`src/rtl/control_loop_sequencer_pkg.sv`:
```
// Shared widths, state encoding and saturation limits for the control-loop sequencer.
// Optional feature macro: CONTROL_LOOP_SLEW_LIMIT_EN (per-iteration adjval clamp of +/-MAX_STEP).
package control_loop_sequencer_pkg;

  localparam int ADC_WID_DEF         = 18;
  localparam int DAC_DATA_WID_DEF    = 20;
  localparam int CONSTS_WID_DEF      = 48;
  localparam int CYCLE_COUNT_WID_DEF = 18;
  localparam int DELAY_WID_DEF       = 16;
  localparam int MAX_STEP            = 4096;

  localparam logic [2:0] ST_IDLE        = 3'd0;
  localparam logic [2:0] ST_ADC_ARM     = 3'd1;
  localparam logic [2:0] ST_ADC_DISARM  = 3'd2;
  localparam logic [2:0] ST_MATH_ARM    = 3'd3;
  localparam logic [2:0] ST_MATH_DISARM = 3'd4;
  localparam logic [2:0] ST_DAC_ARM     = 3'd5;
  localparam logic [2:0] ST_DAC_DISARM  = 3'd6;
  localparam logic [2:0] ST_DELAY       = 3'd7;

  typedef enum logic [2:0] {
    S_IDLE        = ST_IDLE,
    S_ADC_ARM     = ST_ADC_ARM,
    S_ADC_DISARM  = ST_ADC_DISARM,
    S_MATH_ARM    = ST_MATH_ARM,
    S_MATH_DISARM = ST_MATH_DISARM,
    S_DAC_ARM     = ST_DAC_ARM,
    S_DAC_DISARM  = ST_DAC_DISARM,
    S_DELAY       = ST_DELAY
  } state_e;

  // Two's-complement limits of the default-width DAC word.
  localparam logic signed [DAC_DATA_WID_DEF-1:0] DAC_SAT_MAX = {1'b0, {(DAC_DATA_WID_DEF-1){1'b1}}};
  localparam logic signed [DAC_DATA_WID_DEF-1:0] DAC_SAT_MIN = {1'b1, {(DAC_DATA_WID_DEF-1){1'b0}}};

endpackage

```
`src/rtl/control_loop_sequencer_if.sv`:
```
// ADC / math / DAC handshake and operand bundle. master = sequencer, slave = peripherals.
interface control_loop_sequencer_if
  import control_loop_sequencer_pkg::*;
#(
  parameter int ADC_WID         = ADC_WID_DEF,
  parameter int DAC_DATA_WID    = DAC_DATA_WID_DEF,
  parameter int CONSTS_WID      = CONSTS_WID_DEF,
  parameter int CYCLE_COUNT_WID = CYCLE_COUNT_WID_DEF,
  parameter int DELAY_WID       = DELAY_WID_DEF
);
  logic                       adc_arm;
  logic                       adc_fin;
  logic [ADC_WID-1:0]         adc_data;
  logic                       math_arm;
  logic                       math_fin;
  logic [ADC_WID-1:0]         math_setpt;
  logic [ADC_WID-1:0]         math_measured;
  logic [CONSTS_WID-1:0]      math_cl_P;
  logic [CONSTS_WID-1:0]      math_cl_I;
  logic [CONSTS_WID-1:0]      math_e_prev;
  logic [CYCLE_COUNT_WID-1:0] math_cycles;
  logic [DELAY_WID-1:0]       math_dely;
  logic [CONSTS_WID-1:0]      math_e_cur;
  logic [DAC_DATA_WID-1:0]    math_adjval;
  logic                       dac_arm;
  logic                       dac_fin;
  logic [DAC_DATA_WID-1:0]    dac_data;

  modport master (
    output adc_arm, input adc_fin, input adc_data,
    output math_arm, input math_fin,
    output math_setpt, math_measured, math_cl_P, math_cl_I, math_e_prev, math_cycles, math_dely,
    input math_e_cur, input math_adjval,
    output dac_arm, input dac_fin, output dac_data
  );

  modport slave (
    input adc_arm, output adc_fin, output adc_data,
    input math_arm, output math_fin,
    input math_setpt, math_measured, math_cl_P, math_cl_I, math_e_prev, math_cycles, math_dely,
    output math_e_cur, output math_adjval,
    input dac_arm, output dac_fin, input dac_data
  );
endinterface

```
`src/rtl/control_loop_sequencer_sat_add_signed.sv`:
```
// Parametric signed saturating adder: adds at W+1 bits, then clamps into [MIN_V, MAX_V].
// Used both for DAC accumulation (full-range limits) and for the optional slew clamp (b_i = 0).
module sat_add_signed #(
  parameter int                  W     = 20,
  parameter logic signed [W-1:0] MAX_V = {1'b0, {(W-1){1'b1}}},
  parameter logic signed [W-1:0] MIN_V = {1'b1, {(W-1){1'b0}}}
) (
  input  logic signed [W-1:0] a_i,
  input  logic signed [W-1:0] b_i,
  output logic signed [W-1:0] y_o
);
  localparam logic signed [W:0] MAX_X = (W+1)'(MAX_V);
  localparam logic signed [W:0] MIN_X = (W+1)'(MIN_V);

  logic signed [W:0] sum_s;

  // Widened sum cannot overflow; clamp it back into the W-bit window.
  always_comb begin
    sum_s = (W+1)'(a_i) + (W+1)'(b_i);
    if (sum_s > MAX_X) begin
      y_o = MAX_V;
    end else if (sum_s < MIN_X) begin
      y_o = MIN_V;
    end else begin
      y_o = sum_s[W-1:0];
    end
  end
endmodule

```
`src/rtl/control_loop_sequencer.sv`:
```
// Iteration sequencer around control_loop_math: ADC sample -> math -> saturated DAC update -> delay.
// Optional feature macro: CONTROL_LOOP_SLEW_LIMIT_EN clamps adjval to +/-MAX_STEP before accumulation.
module control_loop_sequencer
  import control_loop_sequencer_pkg::*;
#(
  parameter int ADC_WID         = ADC_WID_DEF,
  parameter int DAC_DATA_WID    = DAC_DATA_WID_DEF,
  parameter int CONSTS_WID      = CONSTS_WID_DEF,
  parameter int CYCLE_COUNT_WID = CYCLE_COUNT_WID_DEF,
  parameter int DELAY_WID       = DELAY_WID_DEF
) (
  input  logic                   clk,
  input  logic                   rst_n,
  input  logic                   run,
  input  logic [ADC_WID-1:0]     setpt_in,
  input  logic [CONSTS_WID-1:0]  cl_P_in,
  input  logic [CONSTS_WID-1:0]  cl_I_in,
  input  logic [DELAY_WID-1:0]   dely_in,
  output logic                   busy,
  control_loop_sequencer_if.master bus
);
  state_e                     state_q, state_d;
  logic                       run_q;
  logic                       adc_arm_q, math_arm_q, dac_arm_q, busy_q;
  logic [ADC_WID-1:0]         setpt_q, measured_q;
  logic [CONSTS_WID-1:0]      p_q, i_q, e_prev_q, e_cur_q;
  logic [DELAY_WID-1:0]       dely_q, dly_cnt_q;
  logic [CYCLE_COUNT_WID-1:0] cnt_q, cycles_q;
  logic                       first_q;
  logic [DAC_DATA_WID-1:0]    dac_data_q;
  logic signed [DAC_DATA_WID-1:0] adj_s, acc_s;
  logic start_s, rise_s, adc_take_s, math_take_s, e_commit_s, dly_load_s, dly_dec_s;

`ifdef CONTROL_LOOP_SLEW_LIMIT_EN
  localparam logic signed [DAC_DATA_WID-1:0] STEP_HI = DAC_DATA_WID'(MAX_STEP);
  localparam logic signed [DAC_DATA_WID-1:0] STEP_LO = -STEP_HI;
  sat_add_signed #(.W(DAC_DATA_WID), .MAX_V(STEP_HI), .MIN_V(STEP_LO)) u_slew (
    .a_i(bus.math_adjval), .b_i({DAC_DATA_WID{1'b0}}), .y_o(adj_s));
`else
  assign adj_s = bus.math_adjval;
`endif

  sat_add_signed #(.W(DAC_DATA_WID)) u_acc (.a_i(dac_data_q), .b_i(adj_s), .y_o(acc_s));

  // Next-state decode and single-cycle datapath strobes.
  always_comb begin
    state_d     = state_q;
    start_s     = 1'b0;
    adc_take_s  = 1'b0;
    math_take_s = 1'b0;
    e_commit_s  = 1'b0;
    dly_load_s  = 1'b0;
    dly_dec_s   = 1'b0;
    case (state_q)
      S_IDLE:        if (run) begin start_s = 1'b1; state_d = S_ADC_ARM; end
                     else state_d = S_IDLE;
      S_ADC_ARM:     if (bus.adc_fin) begin adc_take_s = 1'b1; state_d = S_ADC_DISARM; end
                     else state_d = S_ADC_ARM;
      S_ADC_DISARM:  if (!bus.adc_fin) state_d = S_MATH_ARM;
                     else state_d = S_ADC_DISARM;
      S_MATH_ARM:    if (bus.math_fin) begin math_take_s = 1'b1; state_d = S_MATH_DISARM; end
                     else state_d = S_MATH_ARM;
      S_MATH_DISARM: if (!bus.math_fin) begin e_commit_s = 1'b1; state_d = S_DAC_ARM; end
                     else state_d = S_MATH_DISARM;
      S_DAC_ARM:     if (bus.dac_fin) state_d = S_DAC_DISARM;
                     else state_d = S_DAC_ARM;
      // A zero delay skips the DELAY state entirely.
      S_DAC_DISARM:  if (bus.dac_fin) state_d = S_DAC_DISARM;
                     else if (dely_q != '0) begin dly_load_s = 1'b1; state_d = S_DELAY; end
                     else if (run) begin start_s = 1'b1; state_d = S_ADC_ARM; end
                     else state_d = S_IDLE;
      S_DELAY:       if (dly_cnt_q != '0) dly_dec_s = 1'b1;
                     else if (run) begin start_s = 1'b1; state_d = S_ADC_ARM; end
                     else state_d = S_IDLE;
      default:       state_d = S_IDLE;
    endcase
  end

  // Leaving IDLE on a fresh run assertion restarts the error history and cycle count.
  assign rise_s = start_s && (state_q == S_IDLE) && !run_q;

  // State register and registered handshake/status outputs.
  always_ff @(posedge clk or negedge rst_n) begin
    if (!rst_n) begin
      state_q    <= S_IDLE;
      run_q      <= 1'b0;
      adc_arm_q  <= 1'b0;
      math_arm_q <= 1'b0;
      dac_arm_q  <= 1'b0;
      busy_q     <= 1'b0;
    end else begin
      state_q    <= state_d;
      run_q      <= run;
      adc_arm_q  <= (state_d == S_ADC_ARM);
      math_arm_q <= (state_d == S_MATH_ARM);
      dac_arm_q  <= (state_d == S_DAC_ARM);
      busy_q     <= (state_d != S_IDLE);
    end
  end

  // Per-iteration latches of the externally supplied operands.
  always_ff @(posedge clk or negedge rst_n) begin
    if (!rst_n) begin
      setpt_q <= '0;
      p_q     <= '0;
      i_q     <= '0;
      dely_q  <= '0;
    end else if (start_s) begin
      setpt_q <= setpt_in;
      p_q     <= cl_P_in;
      i_q     <= cl_I_in;
      dely_q  <= dely_in;
    end
  end

  // Elapsed-cycle counter (saturating) and ADC sample capture.
  always_ff @(posedge clk or negedge rst_n) begin
    if (!rst_n) begin
      cnt_q      <= '0;
      cycles_q   <= '0;
      measured_q <= '0;
      first_q    <= 1'b0;
    end else if (rise_s) begin
      cnt_q   <= '0;
      first_q <= 1'b1;
    end else if (adc_take_s) begin
      measured_q <= bus.adc_data;
      cycles_q   <= first_q ? '0 : cnt_q;
      cnt_q      <= '0;
      first_q    <= 1'b0;
    end else if ((state_q != S_IDLE) && (cnt_q != '1)) begin
      cnt_q <= cnt_q + CYCLE_COUNT_WID'(1);
    end
  end

  // Error history and DAC accumulator; e_prev only moves after math_fin falls so operands stay stable.
  always_ff @(posedge clk or negedge rst_n) begin
    if (!rst_n) begin
      e_prev_q   <= '0;
      e_cur_q    <= '0;
      dac_data_q <= '0;
    end else if (rise_s) begin
      e_prev_q <= '0;
      e_cur_q  <= '0;
    end else if (math_take_s) begin
      e_cur_q    <= bus.math_e_cur;
      dac_data_q <= acc_s;
    end else if (e_commit_s) begin
      e_prev_q <= e_cur_q;
    end
  end

  // Inter-iteration delay countdown.
  always_ff @(posedge clk or negedge rst_n) begin
    if (!rst_n) begin
      dly_cnt_q <= '0;
    end else if (dly_load_s) begin
      dly_cnt_q <= dely_q - DELAY_WID'(1);
    end else if (dly_dec_s) begin
      dly_cnt_q <= dly_cnt_q - DELAY_WID'(1);
    end
  end

  assign busy              = busy_q;
  assign bus.adc_arm       = adc_arm_q;
  assign bus.math_arm      = math_arm_q;
  assign bus.dac_arm       = dac_arm_q;
  assign bus.dac_data      = dac_data_q;
  assign bus.math_setpt    = setpt_q;
  assign bus.math_measured = measured_q;
  assign bus.math_cl_P     = p_q;
  assign bus.math_cl_I     = i_q;
  assign bus.math_e_prev   = e_prev_q;
  assign bus.math_cycles   = cycles_q;
  assign bus.math_dely     = dely_q;
endmodule

```
`src/flat_wrapper.sv`:
```
// flat-port wrapper written by rule: the top's interface ports become plain ports
module control_loop_sequencer_flat import control_loop_sequencer_pkg::*;
#(
  parameter int ADC_WID         = ADC_WID_DEF,
  parameter int DAC_DATA_WID    = DAC_DATA_WID_DEF,
  parameter int CONSTS_WID      = CONSTS_WID_DEF,
  parameter int CYCLE_COUNT_WID = CYCLE_COUNT_WID_DEF,
  parameter int DELAY_WID       = DELAY_WID_DEF
)
  (clk, rst_n, run, setpt_in, cl_P_in, cl_I_in, dely_in, busy, bus_adc_arm, bus_adc_fin, bus_adc_data, bus_math_arm, bus_math_fin, bus_math_setpt, bus_math_measured, bus_math_cl_P, bus_math_cl_I, bus_math_e_prev, bus_math_cycles, bus_math_dely, bus_math_e_cur, bus_math_adjval, bus_dac_arm, bus_dac_fin, bus_dac_data);
  control_loop_sequencer_if #(.ADC_WID(ADC_WID), .DAC_DATA_WID(DAC_DATA_WID), .CONSTS_WID(CONSTS_WID), .CYCLE_COUNT_WID(CYCLE_COUNT_WID), .DELAY_WID(DELAY_WID)) bus_i ();
  input  logic clk;
  input  logic rst_n;
  input  logic run;
  input  logic [ADC_WID-1:0] setpt_in;
  input  logic [CONSTS_WID-1:0] cl_P_in;
  input  logic [CONSTS_WID-1:0] cl_I_in;
  input  logic [DELAY_WID-1:0] dely_in;
  output logic busy;
  output wire logic [$bits(bus_i.adc_arm)-1:0] bus_adc_arm;
  input wire logic [$bits(bus_i.adc_fin)-1:0] bus_adc_fin;
  input wire logic [$bits(bus_i.adc_data)-1:0] bus_adc_data;
  output wire logic [$bits(bus_i.math_arm)-1:0] bus_math_arm;
  input wire logic [$bits(bus_i.math_fin)-1:0] bus_math_fin;
  output wire logic [$bits(bus_i.math_setpt)-1:0] bus_math_setpt;
  output wire logic [$bits(bus_i.math_measured)-1:0] bus_math_measured;
  output wire logic [$bits(bus_i.math_cl_P)-1:0] bus_math_cl_P;
  output wire logic [$bits(bus_i.math_cl_I)-1:0] bus_math_cl_I;
  output wire logic [$bits(bus_i.math_e_prev)-1:0] bus_math_e_prev;
  output wire logic [$bits(bus_i.math_cycles)-1:0] bus_math_cycles;
  output wire logic [$bits(bus_i.math_dely)-1:0] bus_math_dely;
  input wire logic [$bits(bus_i.math_e_cur)-1:0] bus_math_e_cur;
  input wire logic [$bits(bus_i.math_adjval)-1:0] bus_math_adjval;
  output wire logic [$bits(bus_i.dac_arm)-1:0] bus_dac_arm;
  input wire logic [$bits(bus_i.dac_fin)-1:0] bus_dac_fin;
  output wire logic [$bits(bus_i.dac_data)-1:0] bus_dac_data;
  assign bus_adc_arm = bus_i.adc_arm;
  assign bus_i.adc_fin = bus_adc_fin;
  assign bus_i.adc_data = bus_adc_data;
  assign bus_math_arm = bus_i.math_arm;
  assign bus_i.math_fin = bus_math_fin;
  assign bus_math_setpt = bus_i.math_setpt;
  assign bus_math_measured = bus_i.math_measured;
  assign bus_math_cl_P = bus_i.math_cl_P;
  assign bus_math_cl_I = bus_i.math_cl_I;
  assign bus_math_e_prev = bus_i.math_e_prev;
  assign bus_math_cycles = bus_i.math_cycles;
  assign bus_math_dely = bus_i.math_dely;
  assign bus_i.math_e_cur = bus_math_e_cur;
  assign bus_i.math_adjval = bus_math_adjval;
  assign bus_dac_arm = bus_i.dac_arm;
  assign bus_i.dac_fin = bus_dac_fin;
  assign bus_dac_data = bus_i.dac_data;
  control_loop_sequencer #(.ADC_WID(ADC_WID), .DAC_DATA_WID(DAC_DATA_WID), .CONSTS_WID(CONSTS_WID), .CYCLE_COUNT_WID(CYCLE_COUNT_WID), .DELAY_WID(DELAY_WID)) u_core (.clk(clk), .rst_n(rst_n), .run(run), .setpt_in(setpt_in), .cl_P_in(cl_P_in), .cl_I_in(cl_I_in), .dely_in(dely_in), .busy(busy), .bus(bus_i));
endmodule
```
`config.mk`:
```
export PLATFORM = sky130hd
export DESIGN_NAME = control_loop_sequencer_flat
export DESIGN_NICKNAME = d
export VERILOG_FILES = /design/src/rtl/control_loop_sequencer_pkg.sv /design/src/rtl/control_loop_sequencer_if.sv /design/src/rtl/control_loop_sequencer_sat_add_signed.sv /design/src/rtl/control_loop_sequencer.sv /design/src/flat_wrapper.sv
export SDC_FILE = /design/constraint.sdc
export NUM_CORES = 1
export LEC_CHECK = 0
export ABC_AREA = 1
export BUFFER_PORTS_ARGS = -buffer_cell sky130_fd_sc_hd__buf_4
export CELL_PAD_IN_SITES_DETAIL_PLACEMENT = 0
export CELL_PAD_IN_SITES_GLOBAL_PLACEMENT = 1
export CORE_MARGIN = 4
export CORE_UTILIZATION = 38
export DETAILED_ROUTE_END_ITERATION = 6
export PLACE_DENSITY_LB_ADDON = 0.15
export SLEW_MARGIN = 25
export SYNTH_ARGS = -nofsm -noshare
export SYNTH_HDL_FRONTEND = slang
export SYNTH_SLANG_ARGS = --single-unit
```
`constraint.sdc`:
```
create_clock -name clk -period 2.55 [get_ports clk]
set_clock_uncertainty 0.2 [all_clocks]
set_input_delay 0.6375 -clock clk [delete_from_list [all_inputs] [get_ports clk]]
set_output_delay 0.6375 -clock clk [all_outputs]
set_load 0.05 [all_outputs]
```
==> qor_table.md, run 1 <==
| Result | Reported | Unit |
|---|---|---|
| Number of remaining DRC errors | 0 | - |
| Number of CTS-inserted buffers | 39 | - |
| PwrDens | 585 | nW/um^2 |
| Layout cells sized above 1 | 0.300 | - |
| Worst Setup Start Kind | flip-flop | - |
| Std cell rows | 72 | - |
| Setup violation total in the final timing report | 0 | - |
| Static leakage | 11.4 | nW |
| Largest cells by area after synthesis | sky130_fd_sc_hd__dfrtp_1, sky130_fd_sc_hd__nand2_1, sky130_fd_sc_hd__nand3_1, sky130_fd_sc_hd__o21ai_0, sky130_fd_sc_hd__inv_1 | - |
| Layout Area Growth over Synthesis | 41.0 | % |
| Mean number of vias per cell | 4.87 | - |
| Critical hold path startpoint | cl_P_in[0] | - |
| Type of the worst min-delay path | input pin to flip-flop | - |
| Post-Synthesis Cells | 1818 | - |
| Total I/O pin count | 460 | - |
| Minimum setup slack after placement | -0.260 | ns |
| Post-Synthesis Net Count | 2063 | - |
| Total gr overflow | 0 | - |
| Effective utilization at floorplan | 0.387 | - |
| Sinks on the clock net | 325 | - |
| Sequential share of the synthesized area | 0.541 | - |
| Yosys cell types | 43 | - |
| CP Class | flip-flop to flip-flop | - |
| Highest achievable clock rate | 417 | MHz |
| Unrepaired setup endpoints after global routing | yes | - |
| Number of levels the H-tree was split into | 2 | - |
| Required time of the critical path | 2.80 | ns |
| Number of warnings issued by yosys | 0 | - |
| Status | completed | - |
| Insertion delay of the later-clocked pin in the worst-skew pair | 0.56 | ns |
| Number of port buffers | 459 | - |
| Vertical die dimension | 207 | um |
| Library cell used as clock root buffer | sky130_fd_sc_hd__clkbuf_16 | - |
| IR drop worst, VDD | 0.505 | mV |
| Routed WL | 49800 | um |
| Worst hold-check slack | 0.0661 | ns |
| Slowest stage cell, crit path | sky130_fd_sc_hd__dfrtp_1 | - |
| Layout Cell Area excl Fill | 21200 | sq um |
| Crit path max-delay family | simple AND/OR/NAND/NOR gates | - |
| Maximum number of pins on one net before global-route repair | 93 | - |
| Buffers inserted during post-CTS setup optimization | 0 | - |
| Fraction of the core area covered by cells at the end of the flow | 0.545 | - |
| Worst slew margin | 0.618 | - |
| Max Buffers Root-to-Sink | 3 | - |
| PnR Total Power | 0.0124 | W |
| Most area-hungry cell type in the Yosys netlist | sky130_fd_sc_hd__dfrtp_1 | - |
| Std-Cell Core Area | 38900 | sq um |
| Netlist Area Pre-Place | 15000 | sq um |
| Initial antenna violation count | 2 | - |
| Routed wirelength normalized by instance count | 17.3 | um |
| R2r endpoint | u_core.bus.dac_data[7] | - |
| Critical path arrival | 2.65 | ns |
| Clock transition at the register clock pins on the worst setup and hold paths after CTS | 0.06 | ns |
| Cell depth of the worst flop-to-flop path | 11 | - |
| Cell area reported after detailed placement | 19800 | sq um |
| Full die area | 42800 | sq um |
| Vias after detailed routing | 14000 | - |
| Transition time at the pin with the least slew margin | 0.573 | ns |
| Final period utilization | 0.941 | - |
| Final hold violation count | 0 | - |
| Worst reg2reg path startpoint | u_core.bus.dac_data[14] | - |
| Worst path setup slack after routing | 0.151 | ns |
| Total Nets Final | 2577 | - |
| Top fanout value on the critical path | 19 | - |
| Max-slew violation count | 0 | - |
| Buffers & Inverters on Critical Path | 0 | - |
| CP Cell Sequence | ha_1 -> a21oi_1 -> o21ai_0 -> a21oi_1 -> nand4_1 -> nand2_2 -> nand2_8 -> nand2_1 -> nand2_1 -> nand2_1 -> nand2_1 | - |
| TritonCTS clock tree | yes | - |
| First-pass GRT wire length | 76700 | um |
| Kind of end point of the critical path | flip-flop | - |
| Post-route antenna net violation count | 0 | - |
| Post-route minimum period | 2.40 | ns |
| Most frequent CP cell | sky130_fd_sc_hd__nand2_1 | - |
| Number of DRC violations after detailed-routing iteration 0 | 822 | - |
| Placer's final routability congestion estimate | 0.900 | - |
| Share of the synthesized area in the top cell type | 0.541 | - |
| Number of max-capacitance violations reported | 0 | - |
| Biggest cell delay along the critical path | 0.40 | ns |
| Chip width | 207 | um |
| Worst reg2reg setup slack | 0.15 | ns |
| Hold worst-path end | u_core.bus.math_cl_P[0] | - |
| Worst Hold Depth | 3 | - |
| Average instance area after synthesis | 8.28 | sq um |
| Post-synthesis sequential element count | 325 | - |
| Global routing usage summed across all routing layers | 0.225 | - |
| Detailed-router iteration count before antenna repair | 5 | - |
| Post-detailed-placement half-perimeter wirelength | 36300 | um |
| Vias in the first global route | 14000 | - |
[stage by stage]
step	TNS, ns	cells
after floorplan	0	1818
after global placement	-4.24	2807
after detailed placement	-4.65	2807
after CTS	0	2878
after global routing	-0.00408	2879
final	0	2879
[cell families after synthesis]
group           Yosys count  synth area share
compound gates          210            0.0747
xor+xnor                 18            0.0105
flops                   325             0.541
fa+ha+maj                23            0.0196
buf+inv                 234            0.0630
simple gates           1008             0.292
[worst max-delay path by stage]
stage / from / endpoint / slack, ns / cells after the start
3_3_place_gp: bus_math_adjval[0] / u_core.bus.dac_data[9] / -0.23 / 15
4_1_cts: u_core.bus.math_dely[13] / u_core.dly_cnt_q[14] / 0.01 / 13
2_1_floorplan: bus_math_adjval[0] / u_core.bus.dac_data[11] / 0.008 / 15
5_1_grt: u_core.bus.dac_data[14] / u_core.bus.dac_data[13] / -0.004 / 11
3_5_place_dp: bus_math_adjval[0] / u_core.bus.dac_data[3] / -0.26 / 15
6_report: u_core.bus.dac_data[14] / u_core.bus.dac_data[7] / 0.15 / 11
[flip-flops by register name, summed over array words and instances, names as in the netlist]
register / count
u_core.busy: 1
u_core.dly_cnt_q: 16
u_core.bus.math_arm: 1
u_core.state_q: 3
u_core.e_cur_q: 48
u_core.bus.math_cl_P: 48
u_core.bus.adc_arm: 1
u_core.bus.dac_data: 20
u_core.bus.math_cl_I: 48
u_core.bus.math_setpt: 18
u_core.cnt_q: 18
u_core.bus.math_dely: 16
u_core.bus.math_e_prev: 48
u_core.bus.math_measured: 18
u_core.first_q: 1
u_core.bus.math_cycles: 18
u_core.run_q: 1
u_core.bus.dac_arm: 1
[timing repair]
item,4_1_cts,5_1_grt
hold endpoints to repair,40,0
endpoints found under the setup margin,0,149
gates resized for setup,0,28
hold buffers,2,0
[report_power, final]
| group | internal [W] | switching, W |
|---|---|---|
| clock | 0.00333 | 0.00225 |
| combinational | 0.000557 | 0.000907 |
| sequential | 0.00530 | 0.0000867 |
| total | 0.00918 | 0.00324 |
[final cells by class]
type	count	area, sq um
Antenna cell	1	2.50
Sequential cell	325	8140
Timing Repair Buffer	566	4460
Inverter	141	529
Multi-Input combinational cell	1259	6150
Tap cell	518	648
Clock inverter	11	145
Fill cell	3737	17700
Clock buffer	58	1150
[synth_stat cells, drive strengths merged]
| master | count |
|---|---|
| xnor2 | 4 |
| ha | 22 |
| fa | 1 |
| and3 | 1 |
| xor2 | 14 |
| nor3b | 3 |
| dfrtp | 325 |
| a31oi | 4 |
| clkinv | 1 |
| or2 | 1 |
| inv | 140 |
| o21ai | 146 |
| nand3b | 2 |
| nand3 | 231 |
| clkbuf | 50 |
| o31ai | 18 |
| o21bai | 3 |
| nand2 | 656 |
| o21a | 1 |
| nor4 | 4 |
| a21oi | 36 |
| nor2 | 79 |
| nand4 | 14 |
| buf | 43 |
| nor3 | 17 |
| a21o | 2 |
[worst reg2reg max path, stage by stage (launching register included)]
cell and delay [ns]:
sky130_fd_sc_hd__dfrtp_1 0.40, sky130_fd_sc_hd__ha_1 0.36, sky130_fd_sc_hd__a21oi_1 0.21, sky130_fd_sc_hd__o21ai_0 0.16, sky130_fd_sc_hd__a21oi_1 0.21, sky130_fd_sc_hd__nand4_1 0.21
sky130_fd_sc_hd__nand2_2 0.18, sky130_fd_sc_hd__nand2_8 0.13, sky130_fd_sc_hd__nand2_1 0.10, sky130_fd_sc_hd__nand2_1 0.05, sky130_fd_sc_hd__nand2_1 0.05, sky130_fd_sc_hd__nand2_1 0.05
[placed cells by master (no fill, tap or decap), drive strengths merged]
| cell type | n |
|---|---|
| nand2 | 656 |
| buf | 564 |
| dfrtp | 325 |
| nand3 | 231 |
| o21ai | 146 |
| inv | 142 |
| nor2 | 79 |
| clkbuf | 58 |
| a21oi | 36 |
| ha | 22 |
| o31ai | 18 |
| nor3 | 17 |
| xor2 | 14 |
| nand4 | 14 |
| clkinv | 8 |
| nor4 | 4 |
| xnor2 | 4 |
| a31oi | 4 |
| o21bai | 3 |
| nor3b | 3 |
| nand3b | 2 |
| a21o | 2 |
| bufinv | 2 |
| dlygate4sd3 | 2 |
| diode | 1 |
| o21a | 1 |
| or2 | 1 |
| and3 | 1 |
| fa | 1 |
[metal layers]
| metal | global-route usage | share of wire | vias up |
|---|---|---|---|
| li1 | - | - | 6866 |
| met2 | 0.374 | 0.48 | 391 |
| met3 | 0.0603 | 0.071 | 87 |
| met4 | 0.0711 | 0.032 | 2 |
| met1 | 0.288 | 0.41 | 6664 |
| met5 | 0 | 0.00026 | - |
Note: power is estimated with default switching activity, not from simulation.
==> run 2, diff against run 1 <==
--- a/config.mk
+++ b/config.mk
@@ -10,10 +10,11 @@
 export CELL_PAD_IN_SITES_DETAIL_PLACEMENT = 0
 export CELL_PAD_IN_SITES_GLOBAL_PLACEMENT = 1
 export CORE_MARGIN = 4
-export CORE_UTILIZATION = 38
+export CORE_UTILIZATION = 39
 export DETAILED_ROUTE_END_ITERATION = 6
 export PLACE_DENSITY_LB_ADDON = 0.15
 export SLEW_MARGIN = 25
 export SYNTH_ARGS = -nofsm -noshare
 export SYNTH_HDL_FRONTEND = slang
+export SYNTH_HIERARCHICAL = 1
 export SYNTH_SLANG_ARGS = --single-unit
==> qor_table.md, run 2 <==
| Result | Reported | Unit |
|---|---|---|
| Status | complete, but fails checks | - |
| Failing checks | design-rule violations | - |
| Highest achievable clock rate | 412 | MHz |
| Average instance area after synthesis | 9.67 | sq um |
| Library cell used as clock root buffer | sky130_fd_sc_hd__clkbuf_16 | - |
| Routed wirelength normalized by instance count | 17.1 | um |
| Max Buffers Root-to-Sink | 3 | - |
| Most instantiated library cell after synthesis | sky130_fd_sc_hd__nand2_1 | - |
| Full die area | 41900 | sq um |
| Worst slew margin | 0.600 | - |
| Netlist Area Pre-Place | 15100 | sq um |
| Type of the worst min-delay path | input pin to flip-flop | - |
| Layout cells sized above 1 | 0.406 | - |
| PwrDens | 575 | nW/um^2 |
| Number of DRC violations after detailed-routing iteration 0 | 619 | - |
| Post-detailed-placement half-perimeter wirelength | 33000 | um |
| Required time of the critical path | 2.78 | ns |
| Sequential cell area | 8150 | sq um |
| Final period utilization | 0.951 | - |
| Std cell rows | 71 | - |
| Top fanout value on the critical path | 8 | - |
| Fraction of the core area covered by cells at the end of the flow | 0.562 | - |
| Layout Cell Area excl Fill | 21300 | sq um |
| Number of levels the H-tree was split into | 2 | - |
| Number of port buffers | 459 | - |
| CP Class | flip-flop to flip-flop | - |
| Insertion delay of the later-clocked pin in the worst-skew pair | 0.55 | ns |
| Total Nets Final | 2340 | - |
| Critical path arrival | 2.66 | ns |
| Transition time at the pin with the least slew margin | 0.600 | ns |
| IR drop worst, VDD | 0.542 | mV |
| Sinks on the clock net | 325 | - |
| Worst Setup Start Kind | flip-flop | - |
| Kind of end point of the critical path | flip-flop | - |
| Std-Cell Core Area | 37900 | sq um |
| Number of max-capacitance violations reported | 0 | - |
| Yosys cell types | 48 | - |
| Mean number of vias per cell | 4.76 | - |
| Clock transition at the register clock pins on the worst setup and hold paths after CTS | 0.06 | ns |
| Static leakage | 11.0 | nW |
| Max-slew violation count | 0 | - |
| Most common library cell in the layout ignoring fill and taps | sky130_fd_sc_hd__buf_4 | - |
| Count of flip-flops with a built-in enable after synthesis | 0 | - |
| Post-Synthesis Net Count | 1807 | - |
| Vias after detailed routing | 12500 | - |
| Routed WL | 45000 | um |
| Filler cell count in the final layout | 3511 | - |
| Async S/R FF share, synth | 1.00 | - |
| Post-route minimum period | 2.43 | ns |
| Setup TNS | 0 | ns |
| Effective utilization at floorplan | 0.398 | - |
| TritonCTS clock tree | yes | - |
| Total I/O pin count | 460 | - |
| Maximum number of pins on one net before global-route repair | 97 | - |
| PnR Total Power | 0.0123 | W |
| Post-synthesis sequential element count | 325 | - |
| Vertical die dimension | 205 | um |
| Worst hold-check slack | 0.0826 | ns |
| Chip width | 205 | um |
| Layout Area Growth over Synthesis | 41.3 | % |
| Vias in the first global route | 13000 | - |
| Total gr overflow | 0 | - |
| Placer's final routability congestion estimate | 0.861 | - |
| First-pass GRT wire length | 70500 | um |
| Most common flop cell mapped by yosys | sky130_fd_sc_hd__dfrtp_1 | - |
| Final hold violation count | 0 | - |
| Sequential share of the synthesized area | 0.539 | - |
| Share of the synthesized area in the top cell type | 0.539 | - |
| Top library cells by usage in the layout, fill and taps aside | sky130_fd_sc_hd__buf_4, sky130_fd_sc_hd__nand2_1, sky130_fd_sc_hd__dfrtp_1, sky130_fd_sc_hd__nand3_1, sky130_fd_sc_hd__inv_1 | - |
| Area of combinational cells with multiple inputs | 6380 | sq um |
| Detailed-router iteration count before antenna repair | 7 | - |
| Most area-hungry cell type in the Yosys netlist | sky130_fd_sc_hd__dfrtp_1 | - |
| Post-route antenna net violation count | 0 | - |
| Number of CTS-inserted buffers | 39 | - |
| Top cells by instance count after synthesis | sky130_fd_sc_hd__nand2_1, sky130_fd_sc_hd__dfrtp_1, sky130_fd_sc_hd__nand3_1, sky130_fd_sc_hd__inv_1, sky130_fd_sc_hd__o21ai_0 | - |
| Global routing usage summed across all routing layers | 0.210 | - |
| Number of warnings issued by yosys | 6 | - |
| Cell area reported after detailed placement | 19700 | sq um |
| Initial antenna violation count | 4 | - |
| Post-Synthesis Cells | 1562 | - |
| Largest cells by area after synthesis | sky130_fd_sc_hd__dfrtp_1, sky130_fd_sc_hd__mux2_2, sky130_fd_sc_hd__nand2_1, sky130_fd_sc_hd__nand3_1, sky130_fd_sc_hd__o21ai_0 | - |
| Setup violation total in the final timing report | 0 | - |
| Number of remaining DRC errors | 2 | - |
## run 2: changes by cell type after synthesis, moves of 5 or more
cell                       previous run  this run
sky130_fd_sc_hd__o21ai_0            140       132
sky130_fd_sc_hd__mux2_2               0       124
sky130_fd_sc_hd__inv_2                3         9
sky130_fd_sc_hd__clkbuf_1            49        33
sky130_fd_sc_hd__buf_4                1         9
sky130_fd_sc_hd__nand3_1            226       147
sky130_fd_sc_hd__a21oi_1             35        26
sky130_fd_sc_hd__nor2_1              64        80
sky130_fd_sc_hd__mux2_1               0        15
sky130_fd_sc_hd__o31ai_1             18         5
sky130_fd_sc_hd__nand2_1            631       330
sky130_fd_sc_hd__buf_2               22        14
sky130_fd_sc_hd__nand2_2             20        25
sky130_fd_sc_hd__buf_1               15         6
## run 2: power breakdown
part | leakage [nW] | internal (W) | switching (W)
sequential | 3.90 | 0.00531 | 0.0000893
clock | 0.600 | 0.00313 | 0.00219
combinational | 6.53 | 0.000606 | 0.000942
total | 11.0 | 0.00904 | 0.00322
## run 2: cell families after synthesis
group,Yosys count,synth area share
simple gates,652,0.200
buf+inv,219,0.0616
fa+ha+maj,23,0.0196
xor+xnor,24,0.0139
compound gates,180,0.0628
mux,139,0.104
flops,325,0.539
## run 2: per-stage QoR
stage / setup WS (ns) / cells
finish: 0.124 / 2634
global route: -0.0159 / 2634
floorplan: 0.00250 / 1562
global placement: -0.243 / 2554
detailed placement: -0.287 / 2554
CTS: 0.00939 / 2624
## run 2: path summary, 6_finish.rpt
path / from / endpoint / slack, ns / cells past startpoint
min: bus_adc_data[10] / u_core/bus.math_measured[10] / 0.08 / 3
max reg2reg: u_core/bus.dac_data[14] / u_core/bus.dac_data[13] / 0.12 / 10
min in group asynchronous: rst_n / u_core/bus.dac_data[6] / 0.42 / 2
min reg2reg: u_core/bus.math_measured[7] / u_core/bus.math_measured[7] / 0.28 / 2
max in group asynchronous: rst_n / u_core/bus.math_cl_P[15] / 1.01 / 3
max: u_core/bus.dac_data[14] / u_core/bus.dac_data[13] / 0.12 / 10
## run 2: worst max-delay path, cell delays in order, from the launching register on
cell and delay (ns):
sky130_fd_sc_hd__dfrtp_2 0.44, sky130_fd_sc_hd__ha_4 0.27, sky130_fd_sc_hd__a21oi_2 0.18, sky130_fd_sc_hd__nand2_1 0.11, sky130_fd_sc_hd__a21oi_2 0.22, sky130_fd_sc_hd__nand4_1 0.20
sky130_fd_sc_hd__nand2_4 0.17, sky130_fd_sc_hd__nand2_4 0.13, sky130_fd_sc_hd__nand2_2 0.08, sky130_fd_sc_hd__nand2_1 0.04, sky130_fd_sc_hd__mux2_2 0.26
## run 2: final cells by class
class,instances,area share
multi-input combinational,1020,0.299
timing repair buffer,559,0.205
inverter,150,0.0268
clock inverter,8,0.00293
clock buffer,60,0.0542
sequential,325,0.382
tap,511,0.0300
antenna,1,0.000117
## run 2: what timing repair did
| item | 4_1_cts | 5_1_grt |
|---|---|---|
| resized for setup | 1 | 38 |
| pin swaps | 0 | 8 |
| cloned | 0 | 2 |
| buffers inserted | 0 | 7 |
| setup endpoints to repair | 2 | 34 |
| hold buffers | 2 | 0 |
| endpoints found under the hold margin | 47 | 0 |
## run 2: routing by layer
| metal | vias to the layer above | track usage | wire length [um] |
|---|---|---|---|
| met5 | - | 0 | 47 |
| met4 | 6 | 0.0656 | 1320 |
| met3 | 85 | 0.0722 | 3540 |
| met2 | 294 | 0.345 | 21500 |
| met1 | 5974 | 0.262 | 18600 |
| li1 | 6190 | - | - |
